[src/rtl/fifo_arb_pkg.sv]
// fifo_arb_pkg: shared definitions for the FIFO read-side arbiter.
//   state_e  - output register state (IDLE = empty, HOLD = holds a word)
//   CNT_W    - width of the optional per-source grant counters
//   CNT_MAX  - saturation value of those counters
package fifo_arb_pkg;

    typedef enum logic [0:0] {
        IDLE = 1'b0,
        HOLD = 1'b1
    } state_e;

    localparam int unsigned CNT_W = 16;
    localparam logic [CNT_W-1:0] CNT_MAX = {CNT_W{1'b1}};

endpackage

[src/rtl/rr_arbiter.sv]
// rr_arbiter: combinational round-robin selector.
//   req        in  NUM_SRC  request vector
//   last_grant in  IDX_W    index granted most recently
//   gnt_valid  out 1        at least one request present
//   gnt        out IDX_W    first requesting index after last_grant, wrapping
module rr_arbiter #(
    parameter int unsigned NUM_SRC = 4,
    parameter int unsigned IDX_W   = $clog2(NUM_SRC)
) (
    input  logic [NUM_SRC-1:0] req,
    input  logic [IDX_W-1:0]   last_grant,
    output logic               gnt_valid,
    output logic [IDX_W-1:0]   gnt
);

    int unsigned idx;

    // Scan the sources starting one past the last winner; the first hit wins.
    always_comb begin
        gnt_valid = 1'b0;
        gnt       = '0;
        idx       = 0;
        for (int unsigned k = 1; k <= NUM_SRC; k++) begin
            idx = (32'(last_grant) + k) % NUM_SRC;
            if (!gnt_valid && req[IDX_W'(idx)]) begin
                gnt_valid = 1'b1;
                gnt       = IDX_W'(idx);
            end
        end
    end

endmodule

[src/rtl/fifo_rd_arbiter.sv]
// fifo_rd_arbiter: round-robin arbiter draining NUM_SRC show-ahead FIFO read
// sides into one registered valid/ready output.
//   rd_clk     in  1                  clock, all logic on posedge
//   rd_rst     in  1                  synchronous active-high reset
//   rd_empty   in  NUM_SRC            per-source FIFO empty flags
//   rd_data    in  NUM_SRC*DATA_SIZE  per-source head words
//   rd_inc     out NUM_SRC            per-source pop strobe (one-hot or zero)
//   out_valid  out 1                  out_data holds a word
//   out_ready  in  1                  downstream accepts on valid & ready
//   out_data   out DATA_SIZE          granted word
//   out_src    out $clog2(NUM_SRC)    source index of out_data
//   grant_cnt  out NUM_SRC*16         saturating per-source pop counters
//                                     (only when FIFO_ARB_CNT_EN is defined)
module fifo_rd_arbiter
    import fifo_arb_pkg::*;
#(
    parameter int unsigned NUM_SRC   = 4,
    parameter int unsigned DATA_SIZE = 8
) (
    input  logic                           rd_clk,
    input  logic                           rd_rst,
    input  logic [NUM_SRC-1:0]             rd_empty,
    input  logic [NUM_SRC*DATA_SIZE-1:0]   rd_data,
    output logic [NUM_SRC-1:0]             rd_inc,
    output logic                           out_valid,
    input  logic                           out_ready,
    output logic [DATA_SIZE-1:0]           out_data,
    output logic [$clog2(NUM_SRC)-1:0]     out_src
`ifdef FIFO_ARB_CNT_EN
    ,
    output logic [NUM_SRC*CNT_W-1:0]       grant_cnt
`endif
);

    localparam int unsigned IDX_W = $clog2(NUM_SRC);

    state_e               state_q, state_d;
    logic [DATA_SIZE-1:0] data_q, data_d;
    logic [IDX_W-1:0]     src_q, src_d;
    logic [IDX_W-1:0]     last_q, last_d;

    logic             can_load;
    logic             gnt_valid;
    logic [IDX_W-1:0] gnt;
    logic             grant_fire;

    rr_arbiter #(
        .NUM_SRC (NUM_SRC),
        .IDX_W   (IDX_W)
    ) u_rr (
        .req        (~rd_empty),
        .last_grant (last_q),
        .gnt_valid  (gnt_valid),
        .gnt        (gnt)
    );

    assign out_valid = (state_q == HOLD);
    assign out_data  = data_q;
    assign out_src   = src_q;

    // Loading is allowed when the register is empty or is being drained this
    // cycle, which gives back-to-back words with no bubble.
    assign can_load   = (state_q == IDLE) || (out_valid && out_ready);
    // No pop may happen while reset is asserted: the word would be lost.
    assign grant_fire = can_load && gnt_valid && !rd_rst;

    always_comb begin
        rd_inc = '0;
        if (grant_fire) begin
            rd_inc[gnt] = 1'b1;
        end
    end

    always_comb begin
        state_d = state_q;
        data_d  = data_q;
        src_d   = src_q;
        last_d  = last_q;
        if (grant_fire) begin
            state_d = HOLD;
            data_d  = rd_data[32'(gnt)*DATA_SIZE +: DATA_SIZE];
            src_d   = gnt;
            last_d  = gnt;
        end else if (out_valid && out_ready) begin
            state_d = IDLE;
        end
    end

    always_ff @(posedge rd_clk) begin
        if (rd_rst) begin
            state_q <= IDLE;
            data_q  <= '0;
            src_q   <= '0;
            // Pointing at the last source makes source 0 win first.
            last_q  <= IDX_W'(NUM_SRC - 1);
        end else begin
            state_q <= state_d;
            data_q  <= data_d;
            src_q   <= src_d;
            last_q  <= last_d;
        end
    end

`ifdef FIFO_ARB_CNT_EN
    logic [CNT_W-1:0] cnt_q [NUM_SRC];

    always_ff @(posedge rd_clk) begin
        if (rd_rst) begin
            for (int unsigned i = 0; i < NUM_SRC; i++) begin
                cnt_q[i] <= '0;
            end
        end else begin
            for (int unsigned i = 0; i < NUM_SRC; i++) begin
                if (rd_inc[i] && (cnt_q[i] != CNT_MAX)) begin
                    cnt_q[i] <= cnt_q[i] + 1'b1;
                end
            end
        end
    end

    always_comb begin
        grant_cnt = '0;
        for (int unsigned i = 0; i < NUM_SRC; i++) begin
            grant_cnt[i*CNT_W +: CNT_W] = cnt_q[i];
        end
    end
`endif

endmodule

[config.mk]
export PLATFORM = sky130hd
export DESIGN_NAME = fifo_rd_arbiter
export DESIGN_NICKNAME = d
export VERILOG_FILES = /design/src/rtl/fifo_arb_pkg.sv /design/src/rtl/rr_arbiter.sv /design/src/rtl/fifo_rd_arbiter.sv
export SDC_FILE = /design/constraint.sdc
export NUM_CORES = 1
export LEC_CHECK = 0
export ABC_AREA = 0
export BUFFER_PORTS_ARGS = -buffer_cell sky130_fd_sc_hd__buf_2
export CORE_ASPECT_RATIO = 0.75
export CORE_MARGIN = 2
export CORE_UTILIZATION = 45
export DETAILED_ROUTE_END_ITERATION = 12
export PLACE_DENSITY = 0.94
export SETUP_SLACK_MARGIN = 0.02
export SYNTH_ARGS = -nofsm -noshare
export SYNTH_HDL_FRONTEND = slang
export SYNTH_SLANG_ARGS = --single-unit
[constraint.sdc]
create_clock -name rd_clk -period 2.8 [get_ports rd_clk]
set_input_delay 0.14 -clock rd_clk [delete_from_list [all_inputs] [get_ports rd_clk]]
set_output_delay 0.14 -clock rd_clk [all_outputs]
set_load 0.05 [all_outputs]
# ---- Yosys cells after proc, flatten, opt, wreduce, memory -nomap -nowiden
# Index checks and enable logic that the tools add are counted.
# W data, S select, Z words.
dict set report op_classes {
  n_addsub 4
  order_cmp 6
  shift 1
  mux 21
  n_bitwise 2
  n_reduce_logical 13
}
# cell n
set op_table {}
lappend op_table {{$shiftx A32 B6 Y8} 1}
lappend op_table {{$lt A2 B3 Y1 const B} 5}
lappend op_table {{$mux W1} 11}
lappend op_table {{$bmux W1 S2} 4}
lappend op_table {{$mux W2} 4}
lappend op_table {{$logic_and A1 B1 Y1} 7}
lappend op_table {{$add A2 B1 Y2 const B} 2}
lappend op_table {{$add A2 B2 Y2 const B} 2}
lappend op_table {{$logic_not A1 Y1} 4}
lappend op_table {{$mux W4} 1}
lappend op_table {{$not A4 Y4} 1}
lappend op_table {{$demux W1 S2} 1}
lappend op_table {{$ge A2 B1 Y1 const B} 1}
lappend op_table {{$reduce_bool A2 Y1} 1}
lappend op_table {{$logic_or A1 B1 Y1} 1}
lappend op_table {{$not A1 Y1} 1}
dict set report totals {
  ff_bits 13
  in_bits 39
  out_inout_bits 15
  elab_cells 51
}

# ---- Depth between registers and ports, before layout
dict set report depth {
  depth_word 18
  ltp_mapped 7
  ltp_nobuf 5
}

# ---- Modules after synthesis
# A second synthesis with hierarchy kept.
dict set report unflattened {
  cells_unflattened 68
  area_unflattened_um2 778.2
}
# mod n_inst cells_each area_per_inst_um2 seq_area_each_um2
set modules_own_cells {}
lappend modules_own_cells {fifo_rd_arbiter 1 54 686.9 260.2}
lappend modules_own_cells {rr_arbiter 1 14 91.3 0.0}

# ---- Least setup slack after synthesis
# No wires, ideal clock.
dict set report synth_timing {
  path_kind {register to output}
  startpoint {reg last_q[0]}
  endpoint {out rd_inc[0]}
  t_arrival_ps 2072
  required_time_ps 2660
  setup_slack_ps 588
  stages_incl_launch_ff 5
  n_path_buf 0
  path_cell_list {dfxtp_1 > nor2_1 > o21ai_1 > nand3_1 > nor3_1}
}
dict set report synth_between {
  elab_chain_cells 18
  elab_cells_between_ends 34
  cone_classes {add/sub: 4; order compare: 2; mux: 19; reduce/logical: 9}
}
# item line
set synth_rtl {}
lappend synth_rtl {{start: declaration} fifo_rd_arbiter.sv:40} ;# logic [IDX_W-1:0] last_q, last_d;
lappend synth_rtl {{start signal: assignment} fifo_rd_arbiter.sv:95} ;# last_q <= IDX_W'(NUM_SRC - 1);
lappend synth_rtl {{start signal: assignment} fifo_rd_arbiter.sv:100} ;# last_q <= last_d;
lappend synth_rtl {{$add A2 B1 Y2} rr_arbiter.sv:24} ;# idx = (32'(last_grant) + k) % NUM_SRC;
lappend synth_rtl {{$bmux W1 S2} rr_arbiter.sv:25} ;# if (!gnt_valid && req[IDX_W'(idx)]) begin
lappend synth_rtl {{$mux W1 (implied by the code)} rr_arbiter.sv:25}
lappend synth_rtl {{$mux W1} rr_arbiter.sv:25}
lappend synth_rtl {{$logic_not A1 Y1} rr_arbiter.sv:25}
lappend synth_rtl {{$logic_and A1 B1 Y1} rr_arbiter.sv:25}
lappend synth_rtl {{$mux W1} rr_arbiter.sv:25}
lappend synth_rtl {{$logic_not A1 Y1} rr_arbiter.sv:25}
lappend synth_rtl {{[2 not listed]} n/a}
lappend synth_rtl {{$logic_not A1 Y1} rr_arbiter.sv:25}
lappend synth_rtl {{$logic_and A1 B1 Y1} rr_arbiter.sv:25}
lappend synth_rtl {{$mux W2} rr_arbiter.sv:25}
lappend synth_rtl {{$lt A2 B3 Y1 (implied by the code) / $ge A2 B1 Y1 (equally long branches)} fifo_rd_arbiter.sv:70} ;# rd_inc[gnt] = 1'b1;
lappend synth_rtl {{$logic_and A1 B1 Y1 (implied by the code)} fifo_rd_arbiter.sv:70}
lappend synth_rtl {{$mux W1 (implied by the code)} fifo_rd_arbiter.sv:70}
lappend synth_rtl {{$demux W1 S2} fifo_rd_arbiter.sv:70}
lappend synth_rtl {{$mux W4 (*)} fifo_rd_arbiter.sv:69} ;# if (grant_fire) begin
lappend synth_rtl {{end: declaration} fifo_rd_arbiter.sv:24} ;# output logic [NUM_SRC-1:0] rd_inc,
# Mark *: on every way between the ends. The rest lies on a longest branch, timed or not. The select of a mux whose other input is x is not followed.

# ---- Final worst setup path
dict set report layout_timing {
  startpoint {reg last_q[0]}
  endpoint {out rd_inc[2]}
}
# The elaborated chain is that of the path after synthesis.

==> impl.org <==
** Routing
- For this run, the detailed router's first-pass iteration total came to 4.
- Summed over all layers, the routed wires come to 2.472 mm.
- Once detail routing completed, the nets flagged for antenna violations numbered 0.
- Vias per inst :: 5.785
- In the final routed layout, each cell accounts on average for 13.97 µm.
- DRC violation count after routing :: 0
- The detailed router finished its first iteration with 30 violations.
- DR vias :: 1024

** Clocking
- Gates resized during post-CTS repair numbered 0.
- Root Driver :: clkbuf_4
- At the later pin of the worst-skew pair, clock insertion delay measures 290 ps.
- In this run the number of H-tree levels came out at 1.
- CTS sink count :: 13
- Clock slew at the register clock pins of the worst setup and hold paths :: 90 ps
- Setup repair bufs after CTS :: 0
- Total clock buffers created by CTS :: 3
- In this run, post-CTS hold repair placed 0 buffers.
- The clock passes through at most 2 buffers.
- TritonCTS built the clock tree.

** Synth
- The number of nets in the synthesized netlist is 145.
- Post-Synthesis Cell Area :: 882.1 µm²
- The top cell type by area accounts for 29.50% of the synthesized area.
- Sequential cell area fraction in the yosys report :: 29.50%
- Dividing the synthesized area by the synthesized cell count gives 8.322 µm².
- The most used flip-flop cell after synthesis is dfxtp_1.
- Synth Register Bits :: 13
- Area leader, netlist :: dfxtp_1
- Number of warnings issued by yosys :: 0
- Cells after Synth :: 106
- Of all flip-flops after synthesis, the portion carrying an async set or reset was 0%.
- Distinct cell type count after synthesis :: 31
- Counting flops with a built-in enable in the synthesized netlist gives 0.
- Biggest area contributors in the synthesized netlist :: dfxtp_1 (30%), o221a_2 (6.4%), nor2b_1 (5.0%)

** Worst setup path
- Endpoint class of the critical path :: primary output
- The critical path is of the flip-flop to primary output type.
- Buf+Inv Stages, Crit Path :: 1
- The worst setup path is launched from a flip-flop.
- Required time of the critical path :: 2660 ps
- Walking the worst path, the cells encountered are a2bb2oi_1 -> a221oi_2 -> nand2_1 -> nor2_1 -> buf_2.
- Critical Path Fanout Max :: 11
- Delay of the slowest cell on the worst path :: 490 ps
- STA puts the critical path data arrival time at 2150 ps.
- Kind of cell adding the most delay to the critical path :: compound AO/OA/AOI/OAI gates
- The largest individual stage delay along the critical path comes from the cell a221oi_2.

** Floorplanning
- Number of placement rows :: 13
- The floorplan step defined a core boundary enclosing 1789 µm².
- Top-level I/O count :: 54
- The floorplan step defined a die boundary enclosing 2334 µm².
- In this run the vertical extent of the chip is 42.34 µm.
- Initial Util :: 49.30%
- The floorplan step set the die width to 55.13 µm.

** Pwr
- Share of total power in the clock network :: 17.9%
- Overall power :: 672.0 µW
- Sequential Power Share :: 34.6%
- Summed over all nets, the switching power comes to 294.2 µW.
- Part of the total power dissipated in combinational logic :: 47.5%
- In this run switching power makes up 43.79% of total power.
- Cell-internal power :: 377.7 µW
- Leakage dissipation :: 0.5430 nW
- Peak supply drop :: 0.0003970 V
- PD cells :: 580.0 nW/µm²

** Global routing
- Global routing used 22.71% of the available tracks across all layers.
- The number of antenna violations at the first check in global routing is 0.
- Wire length of the first global-routing pass :: 3.926 mm
- For this run the aggregate overflow at the end of global routing stands at 0.
- Via count of the first global-routing pass :: 957
- Entering global routing, the biggest net connects 13 pins.

** STA
- Setup repair after global routing left no endpoint under its margin.
- Minimum hold slack :: 158.0 ps
- Based on the critical path, the design can be clocked at up to 0.4372 GHz.
- Adding up every negative setup slack in the final design gives 0 ps.
- The final-report max-slew violation count came to 0.
- Pin slew with the least headroom to its limit :: 651.4 ps
- The worst pin sits at a relative slew slack of 56.28%.
- Final period util :: 81.69%
- Minimum clock period :: 2287 ps
- Final setup fails :: 0
- Between clock sinks in the finished design, the worst skew comes to 10.80 ps.
- The final hold violation count came to 0.

** Finish
- Of the cells placed in the final design, the portion with a size suffix greater than 1 is 41.94%.
- Count of inserted antenna diode cells :: 0
- Relative to the synthesized area, the layout overhead comes to 31.35%.
- Utilization after layout :: 64.76%
- The net count of the finished layout is 195.

** Status
- The flow ran to the end, and the final reports show no timing, DRC or antenna violations.

** Hold path
- Type of the worst min-delay path :: input port to flip-flop

** Placement
- Post-DP HPWL :: 1.956 mm
- Port Buf Inserts :: 53
- At the end of routability-driven placement, the weighted congestion stood at 0.8502.

** Flow run
- Number of maximum-capacitance constraint violations :: 0
through the flow:
step	cell area, µm²	cells	worst slack, ps
3_3_place_gp	1132	173	776.7
6_report	1159	177	512.7
4_1_cts	1159	177	535.4
3_5_place_dp	1132	173	688.1
5_1_grt	1159	177	385.9
2_1_floorplan	882.1	106	587.6
state kept, by name, summed over array words and instances, names as in the netlist:
register   cells
last_q         2
out_data       8
out_src        2
out_valid      1
cells in the mapped netlist (3+ instances only):
cell type,instances
nand4_1,4
a211o_1,3
o211ai_1,3
dfxtp_1,13
clkbuf_1,4
nand2_1,6
nor2_1,6
a31oi_1,5
buf_4,3
nor4_1,5
o221a_2,5
nor3_1,3
mux2_1,3
o31ai_1,3
nor2b_1,7
a21oi_1,3
mux2i_1,3
o21ai_0,8
kinds of logic (layout without fill, tap and decap cells):
| group | count (synthesis) | in the layout | share of synthesized area, % |
|---|---|---|---|
| buf+inv | 10 | 59 | 5.673 |
| flops | 13 | 13 | 29.50 |
| simple gates | 39 | 39 | 25.25 |
| mux | 8 | 8 | 9.787 |
| compound gates | 36 | 36 | 29.79 |
worst reg2reg max path: cells and delay by family (launching register included):
| family | cells | cell delay [ps] |
|---|---|---|
| AND/OR/NAND/NOR | 2 | 630 |
| AO/OA/AOI/OAI | 2 | 580 |
| flip-flops | 1 | 400 |
| multiplexers | 1 | 400 |
path summary, 6_finish.rpt:
kind / start / slack [ps] / cells after the start / end
worst max-delay path: last_q[0] / 510 / 5 / rd_inc[2]
worst max register to register: last_q[0] / 700 / 5 / out_data[4]
worst min-delay path: rd_rst / 160 / 2 / out_valid
worst min register to register: out_src[1] / 460 / 2 / out_src[1]
routing by layer:
layer | vias up | track usage [%] | wire length (µm) | part of all wire [%]
li1 | 512 | - | - | -
met1 | 449 | 27.45 | 1058 | 43
met2 | 56 | 37.62 | 1038 | 42
met3 | 7 | 7.500 | 341 | 14
met4 | 0 | 6.341 | 34 | 1.4
met5 | - | 0 | 0 | 0
area by class of cell:
cell class | count | area, µm²
tap | 22 | 27.53
sequential | 13 | 260.3
clock buffer | 4 | 26.28
timing repair buffer | 53 | 265.3
inverter | 2 | 7.507
multi-input combinational | 83 | 571.8
fill | 162 | 630.6
placed cells by master (no fill, tap or decap), types with 3 or more instances in the layout:
cell type   n
mux2i_1     3
o221a_2     5
mux2_1      3
nor4_1      5
nor2b_1     7
buf_2      53
nor2_1      6
dfxtp_1    13
nand2_1     6
nor3_1      3
nand4_1     4
o211ai_1    3
o31ai_1     3
a211o_1     3
o21ai_0     8
a31oi_1     5
a21oi_1     3
clkbuf_4    3
power by group through the flow:
stage          clock network [mW]  registers (mW)  logic [mW]
2_1_floorplan                   0           0.323       0.157
3_3_place_gp                    0           0.235       0.312
3_5_place_dp                    0           0.237       0.318
4_1_cts                     0.123           0.233       0.319
5_1_grt                     0.129           0.237       0.343
6_report                    0.121           0.232       0.319
Power figures use the tool's default switching activity.
